[config.mk]
export PLATFORM = sky130hd
export DESIGN_NAME = seg7_scan_capture_flat
export DESIGN_NICKNAME = d
export VERILOG_FILES = /design/src/rtl/seg7cap_if.sv /design/src/rtl/seg7_scan_capture.sv /design/src/flat_wrapper.sv
export SDC_FILE = /design/constraint.sdc
export NUM_CORES = 1
export LEC_CHECK = 0
export CORE_MARGIN = 2
export CORE_UTILIZATION = 35
export CTS_BUF_LIST = sky130_fd_sc_hd__clkbuf_8 sky130_fd_sc_hd__clkbuf_16
export DETAILED_ROUTE_END_ITERATION = 8
export PLACE_DENSITY = 0.6
export SLEW_MARGIN = 20
export SYNTH_ARGS = -nofsm -noshare
export SYNTH_HDL_FRONTEND = slang
export SYNTH_SLANG_ARGS = --single-unit
export TNS_END_PERCENT = 50
[constraint.sdc]
create_clock -name clk -period 3 [get_ports clk]
set_input_delay 0.6 -clock clk [delete_from_list [all_inputs] [get_ports clk]]
set_output_delay 0.6 -clock clk [all_outputs]
set_load 0.02 [all_outputs]
[src/rtl/seg7cap_if.sv]
// seg7cap_if: pin bundle between a scanned 7-seg display bus and
// seg7_scan_capture; master drives the display pins, slave captures.
interface seg7cap_if;
  logic [6:0] seg_in;
  logic [1:0] strobe_in;
  logic       cfg_anode;
  logic       err_clr;
  logic [3:0] digit1;
  logic [3:0] digit10;
  logic       value_valid;
  logic       update;
  logic       blank;
  logic       seg_err;

  modport master (
    output seg_in, strobe_in, cfg_anode, err_clr,
    input  digit1, digit10, value_valid,
    input  update, blank, seg_err
  );

  modport slave (
    input  seg_in, strobe_in, cfg_anode, err_clr,
    output digit1, digit10, value_valid,
    output update, blank, seg_err
  );
endinterface

[src/rtl/seg7_scan_capture.sv]
// seg7_scan_capture: decodes a scanned 2-digit 7-seg bus back to BCD.
// Define SEG7CAP_HEX_EN to also accept hex digit patterns A-F.
module seg7_scan_capture #(
  parameter int STABLE_CNT = 4,
  parameter int TENS_TO    = 64,
  parameter int IDLE_TO    = 256
) (
  input logic      clk,
  input logic      rst_n,
  seg7cap_if.slave bus
);
  localparam int SW = $clog2(STABLE_CNT + 1);
  localparam int TW = $clog2(TENS_TO + 1);
  localparam int IW = $clog2(IDLE_TO + 1);
  localparam logic [SW-1:0] S_MAX = SW'(STABLE_CNT);
  localparam logic [SW-1:0] S_PRE = SW'(STABLE_CNT - 1);
  localparam logic [TW-1:0] T_MAX = TW'(TENS_TO);
  localparam logic [TW-1:0] T_PRE = TW'(TENS_TO - 1);
  localparam logic [IW-1:0] I_MAX = IW'(IDLE_TO);

  typedef enum logic [1:0] {
    S_BLANK,
    S_ACQ,
    S_LOCKED
  } state_t;

  function automatic logic [4:0] f_dec(input logic [6:0] s);
    logic [4:0] d;
    case (s)
      7'h3F:   d = 5'h10;
      7'h06:   d = 5'h11;
      7'h5B:   d = 5'h12;
      7'h4F:   d = 5'h13;
      7'h66:   d = 5'h14;
      7'h6D:   d = 5'h15;
      7'h7D:   d = 5'h16;
      7'h07:   d = 5'h17;
      7'h7F:   d = 5'h18;
      7'h6F:   d = 5'h19;
`ifdef SEG7CAP_HEX_EN
      7'h77:   d = 5'h1A;
      7'h7C:   d = 5'h1B;
      7'h39:   d = 5'h1C;
      7'h5E:   d = 5'h1D;
      7'h79:   d = 5'h1E;
      7'h71:   d = 5'h1F;
`endif
      default: d = 5'h00;
    endcase
    return d;
  endfunction

  logic [6:0]    r_seg_s1, r_seg_s2;
  logic [1:0]    r_stb_s1, r_stb_s2;
  logic          r_cfg_s1, r_cfg_s2;
  logic [3:0]    r_cand1, r_cand10;
  logic [SW-1:0] r_cnt1, r_cnt10;
  logic [TW-1:0] r_tabs;
  logic [IW-1:0] r_idle;
  state_t        r_state;
  logic [3:0]    r_digit1, r_digit10;
  logic          r_valid, r_update, r_blank, r_err;

  logic [6:0] w_seg;
  logic [1:0] w_act;
  logic       w_ones, w_tens, w_idle, w_conf;
  logic       w_ok;
  logic [3:0] w_dec;
  logic       w_g1, w_g10, w_run;
  logic       w_com1, w_com10, w_tblk;
  logic       w_idle_to, w_chg, w_err_set;

  // Strobe syncs reset to 2'b11 so the idle pipeline reads as no-strobe.
  always_ff @(posedge clk or negedge rst_n) begin
    if (!rst_n) begin
      r_seg_s1 <= '0;
      r_seg_s2 <= '0;
      r_stb_s1 <= 2'b11;
      r_stb_s2 <= 2'b11;
      r_cfg_s1 <= 1'b0;
      r_cfg_s2 <= 1'b0;
    end else begin
      r_seg_s1 <= bus.seg_in;
      r_seg_s2 <= r_seg_s1;
      r_stb_s1 <= bus.strobe_in;
      r_stb_s2 <= r_stb_s1;
      r_cfg_s1 <= bus.cfg_anode;
      r_cfg_s2 <= r_cfg_s1;
    end
  end

  assign w_seg  = r_cfg_s2 ? ~r_seg_s2 : r_seg_s2;
  assign w_act  = r_cfg_s2 ? r_stb_s2 : ~r_stb_s2;
  assign w_ones = (w_act == 2'b01);
  assign w_tens = (w_act == 2'b10);
  assign w_idle = (w_act == 2'b00);
  assign w_conf = (w_act == 2'b11);

  assign {w_ok, w_dec} = f_dec(w_seg);

  assign w_g1      = w_ones && w_ok;
  assign w_g10     = w_tens && w_ok;
  assign w_run     = (r_state != S_BLANK);
  assign w_com1    = w_run && w_g1 && (w_dec == r_cand1)
                   && (r_cnt1 == S_PRE);
  assign w_com10   = w_run && w_g10 && (w_dec == r_cand10)
                   && (r_cnt10 == S_PRE);
  assign w_tblk    = w_run && w_ones && (r_tabs == T_PRE);
  assign w_idle_to = (r_idle == I_MAX);
  assign w_err_set = w_conf || ((w_ones || w_tens) && !w_ok);
  assign w_chg     = (w_com1 && (r_cand1 != r_digit1))
                   || (w_com10 && (r_cand10 != r_digit10))
                   || (w_tblk && (r_digit10 != 4'd0));

  always_ff @(posedge clk or negedge rst_n) begin
    if (!rst_n) begin
      r_cand1  <= '0;
      r_cand10 <= '0;
      r_cnt1   <= '0;
      r_cnt10  <= '0;
      r_tabs   <= '0;
      r_idle   <= '0;
    end else begin
      if (!w_run) begin
        // Leaving blank restarts both filters from this sample.
        if (w_ones || w_tens) begin
          r_cand1  <= w_dec;
          r_cnt1   <= SW'(w_g1);
          r_cand10 <= w_dec;
          r_cnt10  <= SW'(w_g10);
        end
      end else begin
        if (w_g1) begin
          if (w_dec == r_cand1) begin
            if (r_cnt1 != S_MAX) r_cnt1 <= r_cnt1 + SW'(1);
          end else begin
            r_cand1 <= w_dec;
            r_cnt1  <= SW'(1);
          end
        end
        if (w_g10) begin
          if (w_dec == r_cand10) begin
            if (r_cnt10 != S_MAX) r_cnt10 <= r_cnt10 + SW'(1);
          end else begin
            r_cand10 <= w_dec;
            r_cnt10  <= SW'(1);
          end
        end
      end
      if (w_tens) r_tabs <= '0;
      else if (w_ones && r_tabs != T_MAX) r_tabs <= r_tabs + TW'(1);
      if (!w_idle) r_idle <= '0;
      else if (r_idle != I_MAX) r_idle <= r_idle + IW'(1);
    end
  end

  always_ff @(posedge clk or negedge rst_n) begin
    if (!rst_n) begin
      r_state   <= S_BLANK;
      r_digit1  <= '0;
      r_digit10 <= '0;
      r_valid   <= 1'b0;
      r_update  <= 1'b0;
      r_blank   <= 1'b1;
      r_err     <= 1'b0;
    end else begin
      r_update <= 1'b0;
      if (w_err_set) r_err <= 1'b1;
      else if (bus.err_clr) r_err <= 1'b0;
      if (w_com1) r_digit1 <= r_cand1;
      if (w_com10) r_digit10 <= r_cand10;
      else if (w_tblk) r_digit10 <= 4'd0;
      unique case (r_state)
        S_BLANK: begin
          if (w_ones || w_tens) begin
            r_state <= S_ACQ;
            r_blank <= 1'b0;
          end
        end
        S_ACQ: begin
          if (w_idle_to) begin
            r_state <= S_BLANK;
            r_blank <= 1'b1;
          end else if (w_com1) begin
            r_state  <= S_LOCKED;
            r_valid  <= 1'b1;
            r_update <= 1'b1;
          end
        end
        S_LOCKED: begin
          if (w_idle_to) begin
            r_state <= S_BLANK;
            r_blank <= 1'b1;
            r_valid <= 1'b0;
          end else if (w_chg) begin
            r_update <= 1'b1;
          end
        end
        default: r_state <= S_BLANK;
      endcase
    end
  end

  assign bus.digit1      = r_digit1;
  assign bus.digit10     = r_digit10;
  assign bus.value_valid = r_valid;
  assign bus.update      = r_update;
  assign bus.blank       = r_blank;
  assign bus.seg_err     = r_err;
endmodule
[src/flat_wrapper.sv]
// flat-port wrapper written by rule: the top's interface ports become plain ports
module seg7_scan_capture_flat 
#(
  parameter int STABLE_CNT = 4,
  parameter int TENS_TO    = 64,
  parameter int IDLE_TO    = 256
)
  (clk, rst_n, bus_seg_in, bus_strobe_in, bus_cfg_anode, bus_err_clr, bus_digit1, bus_digit10, bus_value_valid, bus_update, bus_blank, bus_seg_err);
  seg7cap_if bus_i ();
  input logic clk;
  input logic rst_n;
  input wire logic [$bits(bus_i.seg_in)-1:0] bus_seg_in;
  input wire logic [$bits(bus_i.strobe_in)-1:0] bus_strobe_in;
  input wire logic [$bits(bus_i.cfg_anode)-1:0] bus_cfg_anode;
  input wire logic [$bits(bus_i.err_clr)-1:0] bus_err_clr;
  output wire logic [$bits(bus_i.digit1)-1:0] bus_digit1;
  output wire logic [$bits(bus_i.digit10)-1:0] bus_digit10;
  output wire logic [$bits(bus_i.value_valid)-1:0] bus_value_valid;
  output wire logic [$bits(bus_i.update)-1:0] bus_update;
  output wire logic [$bits(bus_i.blank)-1:0] bus_blank;
  output wire logic [$bits(bus_i.seg_err)-1:0] bus_seg_err;
  assign bus_i.seg_in = bus_seg_in;
  assign bus_i.strobe_in = bus_strobe_in;
  assign bus_i.cfg_anode = bus_cfg_anode;
  assign bus_i.err_clr = bus_err_clr;
  assign bus_digit1 = bus_i.digit1;
  assign bus_digit10 = bus_i.digit10;
  assign bus_value_valid = bus_i.value_valid;
  assign bus_update = bus_i.update;
  assign bus_blank = bus_i.blank;
  assign bus_seg_err = bus_i.seg_err;
  seg7_scan_capture #(.STABLE_CNT(STABLE_CNT), .TENS_TO(TENS_TO), .IDLE_TO(IDLE_TO)) u_core (.clk(clk), .rst_n(rst_n), .bus(bus_i));
endmodule
**Yosys cells after proc, flatten, opt, wreduce, memory -nomap -nowiden**

Cells that the tools add are included.
Widths: inputs -> output; s select.

- Bits in registers: 64
- Input bits: 13
- Output and inout port bits: 12
- Logic and storage cells: 148

- Add/sub/neg operators: 4
- Equal/unequal tests: 40
- Multiplexer cells: 45
- Bitwise gates (word level): 2
- Reduce and logical (&&, ||, !) cells: 38

Operator list:

| operator | number |
|---|---|
| $pmux 5 s10 | 1 |
| $eq 7x7->1 const B | 7 |
| $mux 4 | 9 |
| $mux 3 | 10 |
| $mux 7 | 3 |
| $mux 9 | 2 |
| $reduce_and 3->1 | 6 |
| $logic_and 1x1->1 | 15 |
| $eq 7x3->1 const B | 2 |
| $eq 7x6->1 const B | 2 |
| $reduce_bool 2->1 | 7 |
| $ne 2x1->1 const B | 6 |
| $ne 3x3->1 const B | 4 |
| $mux 1 | 11 |
| $mux 2 | 5 |
| $add 9x1->9 const B | 1 |
| $eq 9x9->1 const B | 1 |
| $ne 9x9->1 const B | 1 |
| $eq 4x4->1 | 2 |
| $ne 2x2->1 const B | 4 |
| $ne 4x4->1 | 2 |
| $add 7x1->7 const B | 1 |
| $ne 7x7->1 const B | 1 |
| $not 7->7 | 1 |
| other kinds (14) | 25 |

**Longest topological paths before layout**

Gate-level depths: netlist of the first run.

- Depth after elaboration: 14
- Gate-level depth with buffers: 11
- Gate-level depth less buffers: 9

**Worst setup path after synthesis of the first run**

OpenSTA, ideal clock, no wires.

- Kind: reg2reg
- Start point: register u_core.r_seg_s2[0]
- End point: register u_core.r_digit1[0] (netlist: u_core.bus.digit1[0])
- Library setup time: 125 ps
- Arrival: 2660 ps
- Required time: 2875 ps
- Slack: 214 ps
- Cell stages (with the launch flop): 10
- Buffers on the path: 1
- Clock period less this slack: 2786 ps
- Path through: dfrtp_1 nor4b_2 mux2i_1 o22ai_1 nor3_4 xnor2_1 nor4b_4 and3_1 buf_6 mux2_4

- Longest elaborated chain between the ends: 8
- Elaborated cells between the ends (all ways): 18
- Those cells by class: eq/ne: 11; mux: 2; bitwise: 1; reduce/logical: 4

Ends and longest elaborated chain:

| item | line | source |
|---|---|---|
| start, declared | seg7_scan_capture.sv:53 | `logic [6:0] r_seg_s1, r_seg_s2;` |
| start signal, assigned | seg7_scan_capture.sv:84 | `r_seg_s2 <= r_seg_s1;` |
| $not 7->7 | seg7_scan_capture.sv:92 | `assign w_seg = r_cfg_s2 ? ~r_seg_s2 : r_seg_s2;` |
| $mux 7 (*) | seg7_scan_capture.sv:92 |  |
| $eq 7x7->1 (tied with other cells) | seg7_scan_capture.sv:29 | `case (s)` |
| $pmux 5 s10 (*) | seg7_scan_capture.sv:29 |  |
| parallel branches: the longest is 2 deep, another holds $eq 4x4->1 | - |  |
| $logic_and 1x1->1 (*) | seg7_scan_capture.sv:104 | `assign w_com1 = w_run && w_g1 && (w_dec == r_cand1)` |
| $logic_and 1x1->1 (*) | seg7_scan_capture.sv:105 | `&& (r_cnt1 == S_PRE);` |
| end signal, assigned | seg7_scan_capture.sv:170 | `if (w_com1) r_digit1 <= r_cand1;` |
| end, declared | seg7_scan_capture.sv:61 | `logic [3:0] r_digit1, r_digit10;` |

Mark *: on every way between the ends.
A chain may end at the register's enable or synchronous reset.

**Final worst setup path of the first run**

- Start point: register u_core.r_seg_s2[0]
- End point: register u_core.r_cand10[0]

- Longest elaborated chain between the ends: 7
- Elaborated cells between the ends (all ways): 22
- Those cells by class: eq/ne: 13; mux: 6; bitwise: 1; reduce/logical: 2

Ends and longest elaborated chain:

| item | line | source |
|---|---|---|
| $not 7->7 | seg7_scan_capture.sv:92 |  |
| $mux 7 (*) | seg7_scan_capture.sv:92 |  |
| $eq 7x7->1 (tied with other cells) | seg7_scan_capture.sv:29 |  |
| $pmux 5 s10 (*) | seg7_scan_capture.sv:29 |  |
| $eq 4x4->1 (tied with other cells) | seg7_scan_capture.sv:142 | `if (w_dec == r_cand10) begin` |
| $ne 2x2->1 (no line) (tied with other cells) | - |  |
| $reduce_and 3->1 (no line) or $mux 4 (tied branches) | - |  |
| end signal, assigned | seg7_scan_capture.sv:129 | `r_cand10 <= w_dec;` |
| end signal, assigned | seg7_scan_capture.sv:145 | `r_cand10 <= w_dec;` |
| end, declared | seg7_scan_capture.sv:56 | `logic [3:0] r_cand1, r_cand10;` |

Mark *: on every way between the ends. The rest lies on a longest branch, timed or not. The select of a mux whose other input is x is not followed.

==> metrics.yaml, run 1 <==
placed_design:
  pre_cts_ws_ns: 0.07490
  portBuffers: 24
  gp_congestion: 0.8462
  dp.final_hpwl_mm: 5.124
floorplanning:
  rows: 36
  io_pins: 25
  die_w_um: 105.2
  core_mm2: 0.009864
  initial_core_util: 0.3630
  dieArea_mm2: 0.01106
  die_h_um: 105.2
detailed_routing:
  wl_met1_mm: 3.254
  wl_met3_um: 213
  vias_per_cell: 4.985
  first_pass_iters: 5
  wl_per_cell_um: 13.26
  drtIter0Drc: 106
  remaining_drc_errors: 0
  highest_layer: "met4"
  route.antenna.remaining_nets: 0
  wl_met2_mm: 3.315
  num_vias: 2587
  drt-total-wl_mm: 6.881
worst_setup_path:
  criticalPathCategory: "reg -> reg"
  cp.arrival_ns: 3.10
  slowest_stage: "nor4b_2"
  startpoint: "u_core.r_seg_s2[0]$_DFF_PN0_"
  crit_chain: "nor4b_2 -> mux2i_1 -> o22ai_1 -> buf_4 -> o21ai_0 -> a21o_1 -> a211oi_4 -> o31a_2 -> mux2_2"
  rr_worst_depth: 9
  r2r_setup_slack_ns: 0.11
  end_kind: "flop"
  cp-start-kind: "flop"
  crit_fanout: 7
  r2r-end: "u_core.r_cand10[0]$_DFFE_PN0P_"
  reg2reg_from: "u_core.r_seg_s2[0]$_DFF_PN0_"
  max_stage_delay_ns: 0.52
  crit_required_ns: 3.21
flow_run:
  maxCapViolCount: 0
timing:
  fin_ws_ns: 0.1079
  finalCriticalPeriod_ns: 2.892
  fin_worst_skew_ns: 0.01203
  worstMarginPinSlew_ns: 0.7100
  hold_viol_final: 0
  fmax_ghz: 0.3458
  relSlewSlack: 0.5267
  rsz0062_at_grt: "false"
  slew_viol_final: 0
  setup_viol: 0
  setup_tns_ns: 0
  period_share: 0.9640
worst_hold_path:
  hp-class: "in -> async"
yosys:
  synth_top_family_by_area: "simple AND/OR/NAND/NOR gates"
  ys_seq_area_frac: 0.4490
  syn-mean-instance-area_um2: 10.32
  synth.distinct_cells: 64
  synth-seq-cells: 64
  synthMuxAreaShare: 0.04962
  synth_compound_area_frac: 0.1177
  ys.flop_type: "dfrtp_1"
  yosys.area_share.adder: 0.06639
  syn_inst: 347
  synth_xor_area_frac: 0.07338
  synth_edf_count: 0
  syn-num-nets: 379
  yosys_warnings: 0
  async_flop_share: 1.000
  syn_area_mm2: 0.003581
  synth-simple-area-share: 0.2058
power_and_ir_drop:
  ir_worst_vdd_mv: 0.2458
  leakagePower_nw: 1.812
  powerDensity_mw_per_mm2: 555.0
  finalPower_mw: 2.351
global_routing:
  grtUsageTotal: 0.1339
  grt_pass1_vias: 2501
  antenna_found_initial: 0
  grt_pass1_wl_mm: 11.80
  grt_max_degree: 36
  grt_overflow: 0
cells_and_area:
  drive_gt1_frac: 0.1399
  multi_input_area_mm2: 0.001844
  final_common_cell: "dfrtp_1"
  final_cell_mix: "dfrtp_1, nand2_1, inv_1, clkdlybuf4s50_1, xnor2_1"
  regArea_mm2: 0.001608
  nets: 413
  n_antenna_cell: 0
  syn2layout_area_growth_pct: 18.31
  nFillCells: 927
cts:
  clock-sinks: 64
  insertion_delay_ns: 0.34
  cts_root_buf: "clkbuf_8"
  cts_max_level: 3
  cts.path.max_buffers: 2
  cts_tree: "done"
  cts_hold_buf: 0
  numCtsBuffers: 9
  clk_pin_slew_worst_paths_ns: 0.08
status:
  run_status: "complete, no violations"
==> through the flow <==
| stage | cell area [µm²] | instances | hold slack, ns | utilization |
|---|---|---|---|---|
| 6_report | 4237 | 519 | 0.3031 | 0.4295 |
| 4_1_cts | 4229 | 519 | 0.3227 | 0.4287 |
| 3_5_place_dp | 4005 | 503 | 0.3347 | 0.4060 |
| 2_1_floorplan | 3581 | 347 | 0.3044 | - |
| 5_1_grt | 4237 | 519 | 0.3413 | 0.4295 |
| 3_3_place_gp | 4005 | 503 | 0.3320 | 0.4060 |
==> cell usage after synthesis, types with 8 or more instances <==
cell type	count	share of area
dfrtp_1	59	0.41
nand2_1	30	0.031
inv_1	21	0.022
xnor2_1	21	0.051
ha_1	19	0.066
nor2_1	17	0.018
a21oi_1	14	0.020
nand3_1	13	0.018
o21ai_0	13	0.018
and2_1	10	0.017
nand4_1	10	0.017
xor2_1	9	0.022
o22ai_1	8	0.014
==> cell families (layout without fill, tap and decap cells) <==
group,Yosys count,count (layout)
and+or+nand+nor,128,128
DFF,64,64
AOI/OAI and AO/OA,61,61
buffers and inverters,31,70
xor gates and xnor gates,30,30
adders and majority gates,19,19
muxes,14,14
==> how the worst max path moves through the flow <==
stage	end	cells after the start
detailed placement	u_core.bus.digit1[3]$_DFFE_PN0P_	8
global placement	u_core.bus.digit1[2]$_DFFE_PN0P_	8
finish	u_core.r_cand10[0]$_DFFE_PN0P_	9
CTS	u_core.bus.digit1[3]$_DFFE_PN0P_	8
floorplan	u_core.bus.digit1[0]$_DFFE_PN0P_	9
global route	u_core.r_cand1[3]$_DFFE_PN0P_	10
==> layer usage <==
| metal | vias to the layer above | track usage |
|---|---|---|
| met5 | - | 0 |
| met4 | 0 | 0.04857 |
| met3 | 7 | 0.03306 |
| met2 | 50 | 0.2185 |
| met1 | 1239 | 0.1719 |
| li1 | 1291 | - |
==> layout make-up <==
class / instances / share of cell area
tap: 133 / 0.03928
clock inverter: 5 / 0.01713
multi-input combinational: 252 / 0.4353
sequential: 64 / 0.3795
clock buffer: 11 / 0.03574
timing repair buffer: 33 / 0.07442
inverter: 21 / 0.01861
==> critical path, delay by kind of cell, from the launching register on <==
family | cells | cell delay, ns
compound gates | 5 | 1.07
mux | 2 | 0.55
simple gates | 1 | 0.52
flops | 1 | 0.46
buf+inv | 1 | 0.17
==> power breakdown <==
part / internal (mW) / leakage, nW / switching (mW) / total [mW]
registers: 0.920 / 0.825 / 0.0608 / 0.981
clock network: 0.506 / 0.122 / 0.321 / 0.827
logic: 0.235 / 0.866 / 0.308 / 0.543
total: 1.66 / 1.81 / 0.690 / 2.35
==> what timing repair did <==
item                                    4_1_cts  5_1_grt
buffers inserted                              0        0
endpoints found under the setup margin        0        7
resized for setup                             0        2
==> flip-flops by register name, indices dropped and copies added (netlist names), 4 cells and up <==
signal / cells
u_core.bus.digit1: 4
u_core.bus.digit10: 4
u_core.r_cand1: 4
u_core.r_cand10: 4
u_core.r_idle: 9
u_core.r_seg_s1: 7
u_core.r_seg_s2: 7
u_core.r_tabs: 7
(Power assumes the default switching activity.)
==> inputs of run 2 (changes only) <==
- ABC_CLOCK_PERIOD_IN_PS: not set -> 3000
- CORE_MARGIN: 2 -> not set
==> run 2 against run 1 <==
- count of clock-buffer cells in the layout down 1
- highest routed layer unchanged
- clock power down 9.1%
- clock skew grew 0.0077 ns
- flip-flop and latch count did not move
- fmax grew 2.9%
- cell area is 0.62% lower
- critical endpoint unchanged
- sequential share of layout area up 0.27 points
==> metrics.yaml, run 2 (same netlist as run 1, synthesis figures left out) <==
worst_hold_path:
  hp-class: "in -> async"
worst_setup_path:
  max_stage_delay_ns: 0.47
  reg2reg_from: "u_core.r_seg_s2[3]$_DFF_PN0_"
  critPathTopFamily: "compound AO/OA/AOI/OAI gates"
  worst-path-stages: 8
  rr_worst_depth: 8
  criticalPathCategory: "reg -> reg"
  slowest_stage: "dfrtp_1"
  end_kind: "flop"
  crit_required_ns: 3.23
  r2r_setup_slack_ns: 0.19
  path_buf_inv: 0
  startpoint: "u_core.r_seg_s2[3]$_DFF_PN0_"
  crit_chain: "and4b_4 -> mux2i_4 -> o22ai_1 -> nor3_4 -> nand3_1 -> a211oi_4 -> o31a_2 -> mux2_2"
  crit_fanout: 9
  cp-start-kind: "flop"
  r2r-end: "u_core.r_cand10[0]$_DFFE_PN0P_"
  cp.arrival_ns: 3.04
global_routing:
  grtUsageTotal: 0.1485
  antenna_found_initial: 0
  grt_max_degree: 26
  grt_pass1_vias: 2496
  grt_use_met1: 0.1849
  met2_usage: 0.2487
  grt_overflow: 0
  grt_pass1_wl_mm: 11.85
  grt_most_used_layer: "met2"
  grt_util_met3: 0.04136
cells_and_area:
  drive_gt1_frac: 0.1455
  largest_reg_flops: 9
  final_cell_area_mm2: 0.004210
  n_antenna_cell: 0
  regMostFlops: "u_core.r_idle"
  syn2layout_area_growth_pct: 17.58
  nets: 412
  final_common_cell: "dfrtp_1"
  final_cell_mix: "dfrtp_1, nand2_1, clkdlybuf4s50_1"
timing:
  fmax_ghz: 0.3558
  relSlewSlack: 0.6016
  finalCriticalPeriod_ns: 2.810
  fin_worst_skew_ns: 0.01975
  setup_viol: 0
  period_share: 0.9368
  worstMarginPinSlew_ns: 0.5893
  hold_viol_final: 0
  rsz0062_at_grt: "false"
  setup_tns_ns: 0
  slew_viol_final: 0
floorplanning:
  io_pins: 25
  die_h_um: 103.2
  initial_core_util: 0.3630
  dieArea_mm2: 0.01064
  core_mm2: 0.009864
  die_w_um: 103.2
  rows: 36
flow_run:
  maxCapViolCount: 0
status:
  run_status: "complete, no violations"
cts:
  post_cts_buffers: 0
  cts.path.max_buffers: 2
  insertion_delay_ns: 0.35
  cts_tree: "done"
  cts_max_level: 3
  clock-sinks: 64
  cts_root_buf: "clkbuf_8"
  numCtsBuffers: 9
  clk_pin_slew_worst_paths_ns: 0.08
placed_design:
  portBuffers: 24
  gp_congestion: 0.8505
  dpl_cell_area_mm2: 0.003985
  dp.final_hpwl_mm: 5.032
detailed_routing:
  num_vias: 2561
  drt-total-wl_mm: 7.030
  drtIter0Drc: 88
  route.antenna.remaining_nets: 0
  wl_per_cell_um: 13.57
  first_pass_iters: 5
  vias_per_cell: 4.944
  remaining_drc_errors: 0
power_and_ir_drop:
  leakagePower_nw: 1.792
  powerDensity_mw_per_mm2: 540.1
  ir_worst_vdd_mv: 0.2559
## run 2: layout make-up
class	instances	area [µm²]
inverters	21	78.83
flip-flops and latches	64	1609
repair buffers	32	295.3
well taps	133	166.4
fillers	933	5654
multi-input cells	252	1863
clock buffers	10	137.6
clock inverters	6	60.06
## run 2: power breakdown
group          internal (mW)  switching (mW)
Clock                  0.402           0.350
Combinational          0.231           0.313
Sequential             0.920          0.0587
## run 2: how the worst max path moves through the flow
stage | to | slack [ns]
after global placement | u_core.r_cand10[0]$_DFFE_PN0P_ | 0.11
after CTS | u_core.r_cand10[0]$_DFFE_PN0P_ | 0.005
after floorplan | u_core.bus.digit1[0]$_DFFE_PN0P_ | 0.21
after detailed placement | u_core.r_cand10[0]$_DFFE_PN0P_ | 0.02
after global routing | u_core.r_cand10[0]$_DFFE_PN0P_ | 0.02
final | u_core.r_cand10[0]$_DFFE_PN0P_ | 0.19
## run 2: worst register-to-register path, delay by kind of cell (launching register included)
kind | cells | cell delay, ns
DFF | 1 | 0.47
AOI/OAI and AO/OA | 3 | 0.87
and+or+nand+nor | 3 | 0.81
muxes | 2 | 0.53
## run 2: metal layers
metal	part of all wire	wire length [µm]
met5	0	0
met4	0.011	75
met3	0.033	231
met2	0.48	3400
met1	0.47	3322
## run 2: repair_timing
action | 4_1_cts | 5_1_grt
setup endpoints to repair | 0 | 14
hold buffers | 0 | 0
hold endpoints to repair | 0 | 0
gates resized for setup | 0 | 5
## run 2: per-stage QoR
stage                 util  worst slack (ns)  hold WS (ns)  power [mW]  instances
floorplan                -            0.2144        0.3044       1.378        347
detailed placement  0.4040           0.01683        0.3347       1.535        502
finish              0.4268            0.1895        0.2073       2.274        518
global placement    0.4040            0.1142        0.3318       1.522        502
CTS                 0.4240          0.004620        0.2313       2.298        518
global route        0.4268           0.02192        0.2299       2.416        518
==> RTL change: new RTL, settings of run 1 <==
The 3 states of `state_t` get a one-hot encoding in 3 bits.
--- a/src/rtl/seg7_scan_capture.sv
+++ b/src/rtl/seg7_scan_capture.sv
@@ -18,10 +18,10 @@
   localparam logic [TW-1:0] T_PRE = TW'(TENS_TO - 1);
   localparam logic [IW-1:0] I_MAX = IW'(IDLE_TO);
 
-  typedef enum logic [1:0] {
-    S_BLANK,
-    S_ACQ,
-    S_LOCKED
+  typedef enum logic [2:0] {
+    S_BLANK  = 3'b001,
+    S_ACQ    = 3'b010,
+    S_LOCKED = 3'b100
   } state_t;
 
   function automatic logic [4:0] f_dec(input logic [6:0] s);
Formal check against the unedited RTL: same outputs for any inputs over 10 cycles, from zero or initial values and one cycle with rst_n low; not proved beyond that.
==> RTL change against run 1 <==
- area after synthesis shrank 0.42%
- setup slack gained 0.018 ns
- sequential power grew 12%
- sequential cell count grew 1
- total power grew 7.5%
- combinational power grew 22%
- final area shrank 0.18%
- routed wire length grew 3.4%
==> RTL change: results (changes against run 1) <==
Parameter                              Value

Synthesis
  Number of distinct library cell variants in the gate-level netlist after synthesis    60 (-6.3%)
  XOR/XNOR share of the synthesized area    7.123% (-0.21 points)
  Multiplexer share of the synthesized area    4.035% (-0.93 points)
  Top area cells in the synthesized netlist    sky130_fd_sc_hd__dfrtp_1, sky130_fd_sc_hd__ha_1, sky130_fd_sc_hd__dfstp_2, sky130_fd_sc_hd__xnor2_1, sky130_fd_sc_hd__nand2_1
  Post-Synthesis Net Count    374 (-1.3%)
  Sequential cell area fraction in the yosys report    45.82% (+0.93 points)

Routing
  Met2 wire length    3.129 mm (-5.6%)
  Routed met3 length    298 µm (+40%)
  Detailed-router iteration count before antenna repair    4 (-1)
  Total number of vias    2,648 (+2.4%)
  Routed wire length    7.113 mm (+3.4%)
  Detailed Route Iter0 Violations    170 (+60%)
  Wire length on met1    3.572 mm (+9.8%)

Setup path
  CP Max Fanout    10 (+3)
  R2r startpoint    u_core.r_seg_s2[2]
  Critical path capture point    u_core.bus.digit1[2]
  Cell with the biggest individual delay on the critical path    sky130_fd_sc_hd__dfrtp_1

Global routing
  Pin count of the biggest net entering global routing    25 (-31%)
  Global Route met2 Usage    19.48% (-2.4 points)
  GRT Overall Usage    13.95% (+0.56 points)
  GRT met1 Usage    20.74% (+3.6 points)
  Met3 usage    2.308% (-1.0 points)
  Via count of the first global-routing pass    2,513 (+0.48%)
  Global-route layer with the greatest usage    met1

Placed design
  DPL Wire Length    5.213 mm (+1.7%)
  Weighted congestion at the end of routability-driven global placement    0.7818 (-7.6%)

Power
  Clock net power    0.766 mW (-7.4%)
  Comb power frac    26.2% (+3.1 points)
  Switching pwr    0.8426 mW (+22%)
  Worst voltage drop across the vdd grid    0.3055 mV (+24%)
  Lkg Pwr    1.802 nW (-0.57%)

Run status
  Outcome    completed

Layout
  NumNets Final    410 (-0.73%)
  Non-filler instance count after layout    521 (+0.39%)
  Fraction of final layout cells with drive strength greater than 1    14.69% (+0.70 points)

STA
  Final worst-path setup slack    0.1263 ns (+0.01845 ns)
  Worst clock skew    0.007934 ns (-0.004092 ns)
==> RTL change: changes by cell type after synthesis, moves of 4 or more <==
cell / delta
sky130_fd_sc_hd__a21oi_1: +6
sky130_fd_sc_hd__nor3_1: -4
sky130_fd_sc_hd__a31oi_1: +4
sky130_fd_sc_hd__xor2_1: +4
sky130_fd_sc_hd__o21ai_0: -5
sky130_fd_sc_hd__xnor2_1: -5
sky130_fd_sc_hd__nor3b_1: -4
sky130_fd_sc_hd__ha_1: -5
sky130_fd_sc_hd__nor2_1: +5
sky130_fd_sc_hd__nand4_1: -5
sky130_fd_sc_hd__nand2b_1: -4
==> RTL change: how the worst min path moves through the flow <==
stage	from	end	slack (ns)	depth (start not counted)
2_1_floorplan	rst_n	u_core.bus.digit10[0]	0.30	0
3_3_place_gp	u_core.r_seg_s1[6]	u_core.r_seg_s2[6]	0.33	0
3_5_place_dp	u_core.r_seg_s1[3]	u_core.r_seg_s2[3]	0.33	0
4_1_cts	rst_n	u_core.bus.digit1[2]	0.22	1
5_1_grt	rst_n	u_core.r_idle[4]	0.24	1
6_report	rst_n	u_core.bus.digit1[2]	0.21	1
==> RTL change: final cells by class <==
type	count	area [µm²]
Sequential cell	65	1635
Multi-Input combinational cell	253	1834
Clock buffer	10	137.6
Fill cell	976	5590
Tap cell	133	166.4
Inverter	19	71.32
Clock inverter	6	66.31
Timing Repair Buffer	35	317.8
==> RTL change: what timing repair did <==
action | in CTS | in global routing
gates resized for setup | 0 | 4
setup endpoints to repair | 0 | 15
setup buffers | 0 | 2
==> RTL change: through the flow <==
stage               power, mW  cell area, µm²
floorplan               1.559            3566
global placement        1.758            3990
detailed placement      1.771            3990
CTS                     2.554            4194
global route            2.694            4229
finish                  2.528            4229
